[src/rtl/syscon_rst_seq.sv]
// syscon_rst_seq: wb_clk pass-through plus staggered per-domain Wishbone resets.
// Optional watchdog enabled by defining SYSCON_WDT_EN.
module syscon_rst_seq #(
    parameter int unsigned NUM_DOMAINS    = 4,
    parameter int unsigned SYNC_STAGES    = 2,
    parameter int unsigned STRETCH_CYCLES = 16,
    parameter int unsigned STAGGER_CYCLES = 8,
    parameter int unsigned CNT_WIDTH      = 8
`ifdef SYSCON_WDT_EN
    ,
    parameter int unsigned WDT_CYCLES     = 1024
`endif
) (
    input  logic                   clk,
    input  logic                   rst,
    input  logic                   soft_rst_req,
    input  logic [NUM_DOMAINS-1:0] domain_hold,
`ifdef SYSCON_WDT_EN
    input  logic                   wdt_kick,
    output logic                   wdt_fired,
`endif
    output logic                   wb_clk,
    output logic [NUM_DOMAINS-1:0] wb_rst,
    output logic                   ready,
    output logic [1:0]             state
);

    localparam int unsigned IW = $clog2(NUM_DOMAINS + 1);

    typedef enum logic [1:0] {
        ST_ASSERT  = 2'd0,
        ST_STRETCH = 2'd1,
        ST_RELEASE = 2'd2,
        ST_RUN     = 2'd3
    } state_e;

    state_e                 state_q, state_d;
    logic [SYNC_STAGES-1:0] sync_q;
    logic [CNT_WIDTH-1:0]   cnt_q, cnt_d;
    logic [IW-1:0]          idx_q, idx_d;
    logic [NUM_DOMAINS-1:0] wb_rst_q, wb_rst_d;
    logic                   ready_q, ready_d;
    logic                   rs_d;
    logic                   soft_go;
    logic                   hold_cur;
    logic                   due_stretch;
    logic                   due_stagger;
    logic                   idx_last;
    logic                   idx_pending;

    assign wb_clk = clk;
    assign wb_rst = wb_rst_q;
    assign ready  = ready_q;
    assign state  = state_q;

    // Synchronised output value taken on this edge; ASSERT exits on its rise.
    assign rs_d        = sync_q[SYNC_STAGES-2];
    assign due_stretch = (cnt_q == CNT_WIDTH'(STRETCH_CYCLES - 1));
    assign due_stagger = (cnt_q == CNT_WIDTH'(STAGGER_CYCLES - 1));
    assign idx_last    = (idx_q == IW'(NUM_DOMAINS - 1));
    assign idx_pending = (idx_q < IW'(NUM_DOMAINS));

`ifdef SYSCON_WDT_EN
    localparam int unsigned WW = $clog2(WDT_CYCLES + 1);

    logic [WW-1:0] wdt_cnt_q, wdt_cnt_d;
    logic          wdt_fired_q;
    logic          wdt_hit;

    assign wdt_hit   = (state_q == ST_RUN) && !wdt_kick &&
                       (wdt_cnt_q == WW'(WDT_CYCLES - 1));
    assign soft_go   = soft_rst_req | wdt_hit;
    assign wdt_fired = wdt_fired_q;

    // Watchdog count runs only in RUN; kick or leaving RUN clears it.
    always_comb begin
        wdt_cnt_d = '0;
        if (state_q == ST_RUN && !soft_go && !wdt_kick) begin
            wdt_cnt_d = wdt_cnt_q + WW'(1);
        end
    end

    // Watchdog counter and sticky fired flag, cleared only by rst.
    always_ff @(posedge clk or negedge rst) begin
        if (!rst) begin
            wdt_cnt_q   <= '0;
            wdt_fired_q <= 1'b0;
        end else begin
            wdt_cnt_q <= wdt_cnt_d;
            if (wdt_hit) begin
                wdt_fired_q <= 1'b1;
            end
        end
    end
`else
    assign soft_go = soft_rst_req;
`endif

    // Hold bit of the domain currently due for release.
    always_comb begin
        hold_cur = 1'b0;
        for (int i = 0; i < NUM_DOMAINS; i++) begin
            if (idx_q == IW'(i)) begin
                hold_cur = domain_hold[i];
            end
        end
    end

    // Reset-release synchroniser, cleared asynchronously.
    always_ff @(posedge clk or negedge rst) begin
        if (!rst) begin
            sync_q <= '0;
        end else begin
            sync_q <= {sync_q[SYNC_STAGES-2:0], 1'b1};
        end
    end

    // State register.
    always_ff @(posedge clk or negedge rst) begin
        if (!rst) begin
            state_q <= ST_ASSERT;
        end else begin
            state_q <= state_d;
        end
    end

    // Next-state logic; soft reset overrides every sequencer step.
    always_comb begin
        state_d = state_q;
        if (soft_go) begin
            state_d = ST_ASSERT;
        end else begin
            unique case (state_q)
                ST_ASSERT: begin
                    if (rs_d) state_d = ST_STRETCH;
                end
                ST_STRETCH: begin
                    if (due_stretch && !domain_hold[0]) state_d = ST_RELEASE;
                end
                ST_RELEASE: begin
                    if (!idx_pending) begin
                        state_d = ST_RUN;
                    end else if (due_stagger && !hold_cur && idx_last) begin
                        state_d = ST_RUN;
                    end
                end
                ST_RUN: state_d = ST_RUN;
                default: state_d = ST_ASSERT;
            endcase
        end
    end

    // Next values of counter, release index, resets and ready flag.
    always_comb begin
        cnt_d    = cnt_q;
        idx_d    = idx_q;
        wb_rst_d = wb_rst_q;
        ready_d  = 1'b0;
        if (soft_go) begin
            cnt_d    = '0;
            idx_d    = '0;
            wb_rst_d = '1;
        end else begin
            unique case (state_q)
                ST_ASSERT: begin
                    cnt_d    = '0;
                    idx_d    = '0;
                    wb_rst_d = '1;
                end
                ST_STRETCH: begin
                    if (!due_stretch) begin
                        cnt_d = cnt_q + CNT_WIDTH'(1);
                    end else if (!domain_hold[0]) begin
                        wb_rst_d[0] = 1'b0;
                        cnt_d       = '0;
                        idx_d       = IW'(1);
                    end
                end
                ST_RELEASE: begin
                    for (int i = 0; i < NUM_DOMAINS; i++) begin
                        if (IW'(i) < idx_q) wb_rst_d[i] = domain_hold[i];
                    end
                    if (idx_pending) begin
                        if (!due_stagger) begin
                            cnt_d = cnt_q + CNT_WIDTH'(1);
                        end else if (!hold_cur) begin
                            for (int i = 0; i < NUM_DOMAINS; i++) begin
                                if (IW'(i) == idx_q) wb_rst_d[i] = 1'b0;
                            end
                            cnt_d = '0;
                            idx_d = idx_q + IW'(1);
                        end
                    end
                end
                ST_RUN: begin
                    wb_rst_d = domain_hold;
                    ready_d  = ~|domain_hold;
                end
                default: wb_rst_d = '1;
            endcase
        end
    end

    // Datapath registers; all resets asserted asynchronously.
    always_ff @(posedge clk or negedge rst) begin
        if (!rst) begin
            cnt_q    <= '0;
            idx_q    <= '0;
            wb_rst_q <= '1;
            ready_q  <= 1'b0;
        end else begin
            cnt_q    <= cnt_d;
            idx_q    <= idx_d;
            wb_rst_q <= wb_rst_d;
            ready_q  <= ready_d;
        end
    end

endmodule
[config.mk]
export PLATFORM = sky130hd
export DESIGN_NAME = syscon_rst_seq
export DESIGN_NICKNAME = d
export VERILOG_FILES = /design/src/rtl/syscon_rst_seq.sv
export SDC_FILE = /design/constraint.sdc
export NUM_CORES = 1
export LEC_CHECK = 0
export BUFFER_PORTS_ARGS = -buffer_cell sky130_fd_sc_hd__buf_4
export CAP_MARGIN = 25
export CORE_MARGIN = 4
export CORE_UTILIZATION = 41
export DETAILED_ROUTE_END_ITERATION = 10
export GPL_ROUTABILITY_DRIVEN = 0
export SYNTH_ARGS = -nofsm -noshare
export SYNTH_HDL_FRONTEND = slang
export SYNTH_SLANG_ARGS = --single-unit
[constraint.sdc]
create_clock -name clk -period 2.6 [get_ports clk]
set_input_delay 0.39 -clock clk [delete_from_list [all_inputs] [get_ports clk]]
set_output_delay 0.39 -clock clk [all_outputs]
set_load 0.1 [all_outputs]
==> out/qor.csv, run 1 <==
metric,value,unit
run_status,completed,
syn_area_per_cell,8.85,um^2
floorplan.die_area,4390,um^2
hold_path.class,primary input to register,
wl_per_cell,14.6,um
netlist_instances,157,
netSwitchingFraction,0.524,
layout.core_utilization,0.517,
detailed_place.area,1570,um^2
critical-path-max-stage-delay,0.58,ns
grt_start_max_net_pins,20,
fin_nets,195,
finish.instance_area,1630,um^2
filler_cell_count,324,
met2_length,1500,um
die_height,66.2,um
fraction_of_synthesized_cell_area_taken_by_the_top_area_cell_type,0.270,
cts.reportedPaths.clkPinSlew,0.11,ns
crit_path_max_fanout,6,
hold-path-endpoint,ready,
clock_latency_of_the_later_clocked_register_in_the_worst_skew_pair,0.42,ns
wirelength_routed,3250,um
timing.fmax,0.414,GHz
coreArea,3150,um^2
yosysUniqueCellTypes,48,
grt_pass1_vias,1271,
start_util,0.441,
fin_crit_share,0.929,
area_growth_syn_to_layout,17.3,%
post_synth_most_frequent_cells,"nor2_1, dfrtp_1, nand2_1",
area.sequential,485,um^2
synth_nets,172,
critPathSlowestCell,or4_4,
boundaryPins,15,
grt.overflow.total,0,
final-setup-viol-count,0,
layout_min_cycle_time,2.42,ns
crit_required,2.91,ns
final_max_slew_viol_count,0,
yosysTopAreaCell,dfrtp_1,
final.hold.worst_slack,0.137,ns
intPower,817,uW
worstReg2RegEnd,idx_q[0],
ys_seq_elements,19,
r2r.worst_path.cells,5,
tritoncts,yes,
ys_dominant_reg_cell,dfrtp_1,
min_path_cells,2,
drc,0,
skew,0.00744,ns
timing.setup.critical_path_class,register to register,
dpl.hpwl,2440,um
r2r_start,cnt_q[5],
power.sequential.fraction,0.245,
ys_warn_count,0,
critPathLaunchType,register,
portBuffers,14,
synthMostInstantiatedCell,nor2_1,
multi_input_gate_area,851,um^2
path_cells,"or4_4, or3_4, o22a_1, nor3_2, mux2_1",
synth.top_cells.by_area,"dfrtp_1, dfstp_2, ha_1",
clockPowerShare,0.213,
post_cts_buffers,0,
ir_worst_vdd,1020,uV
timing_hold_violations_final,0,
insertedDiodeCount,0,
antenna_found_initial,0,
drive_above_1_share,0.263,
timing.critical_path.to_type,register,
synth_sequential_area_ratio,0.346,
rows,20,
worstHoldStart,domain_hold[3],
fin_tns_setup,0,ns
chipWidth,66.2,um
reg2reg_slack,0.18,ns
static_leakage,0.769,nW
global_route.usage.total,0.173,
number_of_synthesized_flops_with_an_enable_pin,0,
detail-route-antenna-nets,0,
design_power_total,1.72,mW
dr_total_vias,1295,
timing.critical_path.arrival,2.72,ns
total_switching_power,900,uW
detail_route.vias_per_cell,5.81,
p_comb_frac,0.542,
detailroute.wirelength.met3,200,um
routed.top_layer,met4,
rsz_0062_raised_after_global_routing,false,
grt_first_pass_wirelength,5860,um
ys_async_sr_fraction,1.00,
max_cap_violations,0,
power.density,1050,nW/um^2
wl_met1,1510,um
dr.first_iter.drc_count,70,
drt-pass1-iter-count,4,
cell_area_after_synthesis,1390,um^2
-- flip-flops by register name (all words and copies together) (netlist names) --
name,flops
ready,1
state,2
sync_q,1
idx_q,3
wb_rst,4
cnt_q,8
-- cell families after synthesis --
kind of cell	after synthesis	synth area share
other	1	0.00270
multiplexers	7	0.0558
AND/OR/NAND/NOR	67	0.263
flip-flops	19	0.346
adder cells (fa/ha/maj)	8	0.0720
AO/OA/AOI/OAI	41	0.219
buffers and inverters	14	0.0423
-- placed cells by master (no fill, tap or decap), drive strengths merged, types with 2 or more instances in the layout --
| cell | n |
|---|---|
| a211o | 2 |
| a211oi | 2 |
| a21oi | 6 |
| a221o | 3 |
| a22o | 3 |
| a31oi | 4 |
| and3 | 5 |
| buf | 20 |
| clkbuf | 7 |
| dfrtp | 15 |
| dfstp | 4 |
| ha | 8 |
| inv | 8 |
| mux2 | 6 |
| nand2 | 11 |
| nand2b | 2 |
| nand3 | 7 |
| nor2 | 16 |
| nor2b | 4 |
| nor3 | 8 |
| nor3b | 2 |
| o21ai | 8 |
| o22a | 2 |
| o31ai | 3 |
| or2 | 2 |
| or3 | 2 |
| or4 | 2 |
| or4b | 2 |
-- how the worst max path moves through the flow --
stage,to,cells after the start,slack (ns),startpoint
floorplan,cnt_q[5],9,0.02,state[0]
detailed placement,idx_q[0],5,0.20,cnt_q[5]
global placement,idx_q[0],5,0.25,cnt_q[5]
CTS,idx_q[0],5,0.18,cnt_q[5]
global route,cnt_q[7],8,0.08,state[0]
finish,idx_q[0],5,0.18,cnt_q[5]
-- worst max-delay path, delay by kind of cell (launching register included) --
kind               cells  cell delay [ns]
AOI/OAI and AO/OA      1             0.25
DFF                    1             0.44
muxes                  1             0.35
and+or+nand+nor        3             1.26
-- area by class of cell --
type | instances | area share
repair buffers | 20 | 0.0936
inverters | 8 | 0.0184
multi-input cells | 124 | 0.522
clock buffers | 8 | 0.0345
well taps | 44 | 0.0338
flip-flops and latches | 19 | 0.298
-- metal layers --
layer  GRT usage  vias to the layer above
li1            -                      626
met1       0.231                      627
met2       0.264                       38
met3      0.0442                        4
met4      0.0711                        0
met5           0                        -
-- stage by stage --
step                      cells  setup WS (ns)
after floorplan             157         0.0187
after global placement      215          0.252
after CTS                   223          0.179
final                       223          0.185
after global routing        223         0.0756
after detailed placement    215          0.200
-- timing repair --
item / in CTS / in global routing
endpoints found under the hold margin: 15 / 0
setup endpoints to repair: 0 / 0
hold buffers: 1 / 0
resized for setup: 0 / 0
-- power by group through the flow --
stage	clock network, mW	logic, mW	registers [mW]
global placement	0.145	0.924	0.426
global route	0.402	1.01	0.434
floorplan	0.145	0.445	0.706
CTS	0.380	0.934	0.422
detailed placement	0.145	0.929	0.428
finish	0.365	0.931	0.421
Power figures use the tool's default switching activity.
==> inputs of run 2 (changes only) <==
PLACE_DENSITY_LB_ADDON = 0.08   (was unset)
==> run 2 against run 1 <==
Net effect: final cell count fell by 0.45%; wire length up 0.12%; global-route usage fell by 0.81 points; sequential power grew 1%; non-clock buffer count down 1; register-to-register slack hardly changed; critical path type unchanged.
==> out/qor.csv, run 2 (synthesized netlist as in run 1, its figures left out) <==
metric,value,unit,change
netSwitchingFraction,0.527,,+0.00307
run_status,completed,,
design_power_total,1.71,mW,-0.21%
rsz_0062_raised_after_global_routing,false,,
grt_pass1_vias,1194,,-6.1%
global_route.usage.total,0.165,,-0.00810
dpl.hpwl,2430,um,-0.52%
floorplan.die_area,4390,um^2,unchanged
start_util,0.441,,unchanged
grt_start_max_net_pins,20,,unchanged
timing.setup.critical_path_class,register to register,,
power.density,1050,nW/um^2,about the same
rows,20,,unchanged
dr.first_iter.drc_count,76,,+8.6%
power.sequential.fraction,0.248,,+0.003
tritoncts,yes,,
worstReg2RegEnd,idx_q[0],,
largest_reg_flops,8,,unchanged
drt-pass1-iter-count,4,,unchanged
insertedDiodeCount,0,,unchanged
reg2reg_slack,0.19,ns,about the same
final_max_slew_viol_count,0,,unchanged
wirelength_routed,3250,um,+0.12%
clockPowerShare,0.210,,-0.003
finish.instance_area,1630,um^2,-0.23%
critPathSlowestCell,or4_4,,
hold_path.class,primary input to register,,
crit_path_max_fanout,6,,unchanged
dr_total_vias,1265,,-2.3%
grt_first_pass_wirelength,5490,um,-6.2%
grt.overflow.total,0,,unchanged
path_cells,"or4_4, or3_4, o22a_1, nor3_2, mux2_1",,
r2r_start,cnt_q[5],,
detail-route-antenna-nets,0,,unchanged
crit_required,2.89,ns,-0.02 ns
crit_path_start,cnt_q[5],,
portBuffers,14,,unchanged
total_switching_power,904,uW,+0.37%
timing.fmax,0.414,GHz,about the same
fin_nets,194,,-0.51%
max_cap_violations,0,,unchanged
post_cts_buffers,0,,unchanged
static_leakage,0.765,nW,-0.54%
intPower,810,uW,-0.85%
fin_crit_share,0.928,,about the same
critical-path-max-stage-delay,0.58,ns,about the same
die_height,66.2,um,unchanged
timing.critical_path.to,idx_q[0],,
most-common-layout-cells,"buf_4, nor2_1, dfrtp_1, nand2_1, o21ai_0",,
antenna_found_initial,0,,unchanged
area_growth_syn_to_layout,17.0,%,
p_comb_frac,0.542,,about the same
skew,0.00681,ns,-0.000636 ns
final_common_cell,buf_4,,
boundaryPins,15,,unchanged
chipWidth,66.2,um,unchanged
fin_tns_setup,0,ns,unchanged
critPathLaunchType,register,,
final-setup-viol-count,0,,unchanged
coreArea,3150,um^2,unchanged
detail_route.vias_per_cell,5.70,,-1.9%
drc,0,,unchanged
timing.critical_path.to_type,register,,
r2r.worst_path.cells,5,,unchanged
timing.critical_path.arrival,2.71,ns,about the same
drive_above_1_share,0.270,,+0.00709
cts.reportedPaths.clkPinSlew,0.11,ns,about the same
timing_hold_violations_final,0,,unchanged
layout_min_cycle_time,2.41,ns,-0.00172 ns
wl_per_cell,14.6,um,+0.57%
clock_latency_of_the_later_clocked_register_in_the_worst_skew_pair,0.41,ns,about the same
ir_worst_vdd,327,uV,-68%
detailed_place.area,1560,um^2,-0.48%
regMostFlops,cnt_q,,
==> run 2: worst min-delay path by stage <==
stage / start / endpoint / slack [ns] / cells past startpoint
after floorplan: rst / cnt_q[0] / 0.09 / 0
after global placement: rst / sync_q[0] / 0.28 / 1
after detailed placement: rst / sync_q[0] / 0.28 / 1
after CTS: domain_hold[3] / ready / 0.14 / 2
after global routing: domain_hold[3] / ready / 0.14 / 2
final: domain_hold[3] / ready / 0.16 / 2
==> run 2: layout make-up <==
type                            instances  area, um^2
Clock inverter                          1        5.00
Inverter                                8        30.0
Multi-Input combinational cell        124         853
Fill cell                             323        1530
Sequential cell                        19         485
Clock buffer                            7        52.6
Timing Repair Buffer                   19         145
Tap cell                               44        55.1
==> run 2: per-layer routing <==
metal  up-vias  part of all wire  track usage
li1        623                 -            -
met1       603              0.48        0.218
met2        39              0.45        0.247
met3         0             0.064       0.0561
met4         0                 0       0.0635
met5         -                 0            0
==> run 2: worst max-delay path: cells and delay by family, from the launching register on <==
kind | cells | cell delay [ns]
AND/OR/NAND/NOR | 3 | 1.25
AO/OA/AOI/OAI | 1 | 0.25
multiplexers | 1 | 0.35
flip-flops | 1 | 0.45
==> run 2: per-stage QoR <==
stage	hold WS (ns)	utilization	instances	setup slack [ns]
after floorplan	0.0944	-	157	0.0187
after global placement	0.277	0.496	214	0.203
after detailed placement	0.277	0.496	214	0.192
after CTS	0.144	0.515	222	0.152
after global routing	0.141	0.516	222	0.106
final	0.158	0.516	222	0.186
==> run 2: what timing repair did <==
action / 4_1_cts / 5_1_grt
hold buffers: 1 / 0
setup endpoints to repair: 0 / 2
hold endpoints to repair: 15 / 0
gates resized for setup: 0 / 1
==> run 2: power by group through the flow <==
stage	logic, mW	registers [mW]	clock network, mW
2_1_floorplan	0.445	0.706	0.145
3_3_place_gp	0.923	0.426	0.145
3_5_place_dp	0.920	0.431	0.145
4_1_cts	0.925	0.424	0.371
5_1_grt	0.993	0.435	0.387
6_report	0.929	0.425	0.360
==> inputs of run 3 (changes only) <==
CORE_UTILIZATION = 48   (was 41)
==> run 3 against run 2 <==
Net effect: register-to-register slack worse by 0.04 ns; die area shrank 13%; clock skew grew 0.00080 ns; utilization rose by 7.1 points; largest power group unchanged; sequential power about the same; non-clock buffer count is 1 higher; clock power grew 2%; count of clock-buffer cells in the layout is the same.
==> out/qor.csv, run 3 (synthesized netlist as in run 1, its figures left out) <==
metric,value,unit,change
run_status,completed,,
area_growth_syn_to_layout,16.4,%,
hold_path.class,primary input to register,,
final-setup-viol-count,0,,unchanged
coreArea,2760,um^2,-13%
timing.critical_path.arrival,2.76,ns,+0.05 ns
cts.reportedPaths.clkPinSlew,0.12,ns,about the same
crit_path_max_fanout,6,,unchanged
place.detailed.instances,202,,-5.6%
final_max_slew_viol_count,0,,unchanged
timing.fmax,0.407,GHz,-1.7%
hold-path-endpoint,ready,,
finalNonFillerCells,210,,-5.4%
grt.overflow.total,0,,unchanged
clock_latency_of_the_later_clocked_register_in_the_worst_skew_pair,0.42,ns,about the same
drt-pass1-iter-count,5,,+1
rows,19,,-5.0%
regMostFlops,cnt_q,,
detail_route.vias_per_cell,6.14,,+7.7%
fin_tns_setup,0,ns,unchanged
dpl.hpwl,2570,um,+5.9%
grt_pass1_vias,1272,,+6.5%
final.hold.worst_slack,0.130,ns,-0.0279 ns
floorplan.die_area,3820,um^2,-13%
r2r_start,cnt_q[5],,
fin_crit_share,0.944,,+0.0162
timing_hold_violations_final,0,,unchanged
rsz_0062_raised_after_global_routing,false,,
drc,0,,unchanged
grt_start_max_net_pins,20,,unchanged
most-common-layout-cells,"buf_4, nor2_1, dfrtp_1, nand2_1, o21ai_0",,
global_route.usage.total,0.211,,+0.0454
drive_above_1_share,0.274,,+0.00408
layout_min_cycle_time,2.46,ns,+0.0421 ns
wl_per_cell,16.4,um,+12%
worstHoldStart,domain_hold[3],,
tritoncts,yes,,
die_height,61.8,um,-6.7%
netSwitchingFraction,0.528,,about the same
critPathLaunchType,register,,
dr.first_iter.drc_count,64,,-16%
skew,0.00761,ns,+0.000800 ns
wirelength_routed,3450,um,+6.2%
ir_worst_vdd,1280,uV,+290%
grt_first_pass_wirelength,5840,um,+6.3%
worstReg2RegEnd,idx_q[0],,
insertedDiodeCount,0,,unchanged
final_common_cell,buf_4,,
detail-route-antenna-nets,0,,unchanged
max_cap_violations,0,,unchanged
crit_required,2.91,ns,+0.02 ns
fin_nets,195,,+0.52%
clockPowerShare,0.210,,about the same
timing.critical_path.to_type,register,,
intPower,825,uW,+1.7%
r2r.worst_path.cells,5,,unchanged
largest_reg_flops,8,,unchanged
start_util,0.504,,+0.0632
power.density,1080,nW/um^2,+2.4%
total_switching_power,921,uW,+1.9%
timing.setup.critical_path_class,register to register,,
p_comb_frac,0.547,,+0.005
min_path_cells,2,,unchanged
power.sequential.fraction,0.243,,-0.005
portBuffers,14,,unchanged
boundaryPins,15,,unchanged
chipWidth,61.8,um,-6.7%
detailed_place.area,1560,um^2,-0.56%
post_cts_buffers,0,,unchanged
antenna_found_initial,0,,unchanged
static_leakage,0.770,nW,+0.65%
reg2reg_slack,0.14,ns,-0.04 ns
finish.instance_area,1620,um^2,-0.54%
dr_total_vias,1289,,+1.9%
==> run 3: per-layer routing <==
layer,vias up,global-route usage,wire length (um)
met5,-,0,0
met4,0,0.133,77
met3,9,0.0372,144
met2,35,0.339,1700
met1,624,0.259,1540
li1,621,-,-
==> run 3: timing repair <==
item / CTS / global route
hold endpoints to repair: 15 / 0
setup endpoints to repair: 0 / 3
hold buffers: 1 / 0
resized for setup: 0 / 1
==> run 3: layout make-up <==
type	instances	area, um^2
multi-input cells	124	853
inverters	8	30.0
clock inverters	1	5.00
fillers	235	1140
clock buffers	7	52.6
repair buffers	20	153
flip-flops and latches	19	485
well taps	31	38.8
==> run 3: per-stage QoR <==
| step | utilization | setup slack [ns] | power, mW |
|---|---|---|---|
| floorplan | - | 0.0187 | 1.30 |
| global placement | 0.564 | 0.201 | 1.51 |
| detailed placement | 0.564 | 0.145 | 1.52 |
| CTS | 0.586 | 0.126 | 1.74 |
| global route | 0.587 | 0.0205 | 1.85 |
| finish | 0.587 | 0.144 | 1.75 |
==> run 3: power groups by stage <==
stage               sequential (mW)  combinational, mW  clock (mW)
floorplan                     0.706              0.445       0.145
global placement              0.427              0.937       0.145
detailed placement            0.433              0.943       0.145
CTS                           0.427              0.948       0.370
global route                  0.435               1.02       0.389
finish                        0.425              0.954       0.366
==> run 3: worst max-delay path by stage <==
stage,from,end
floorplan,state[0],cnt_q[5]
global placement,cnt_q[5],idx_q[0]
detailed placement,state[0],cnt_q[5]
CTS,state[0],cnt_q[5]
global route,cnt_q[5],idx_q[0]
finish,cnt_q[5],idx_q[0]
==> run 3: worst max-delay path: stages, from the launching register on <==
cell and delay [ns]:
dfrtp_1 0.45, or4_4 0.59, or3_4 0.42, o22a_1 0.25, nor3_2 0.27, mux2_1 0.36
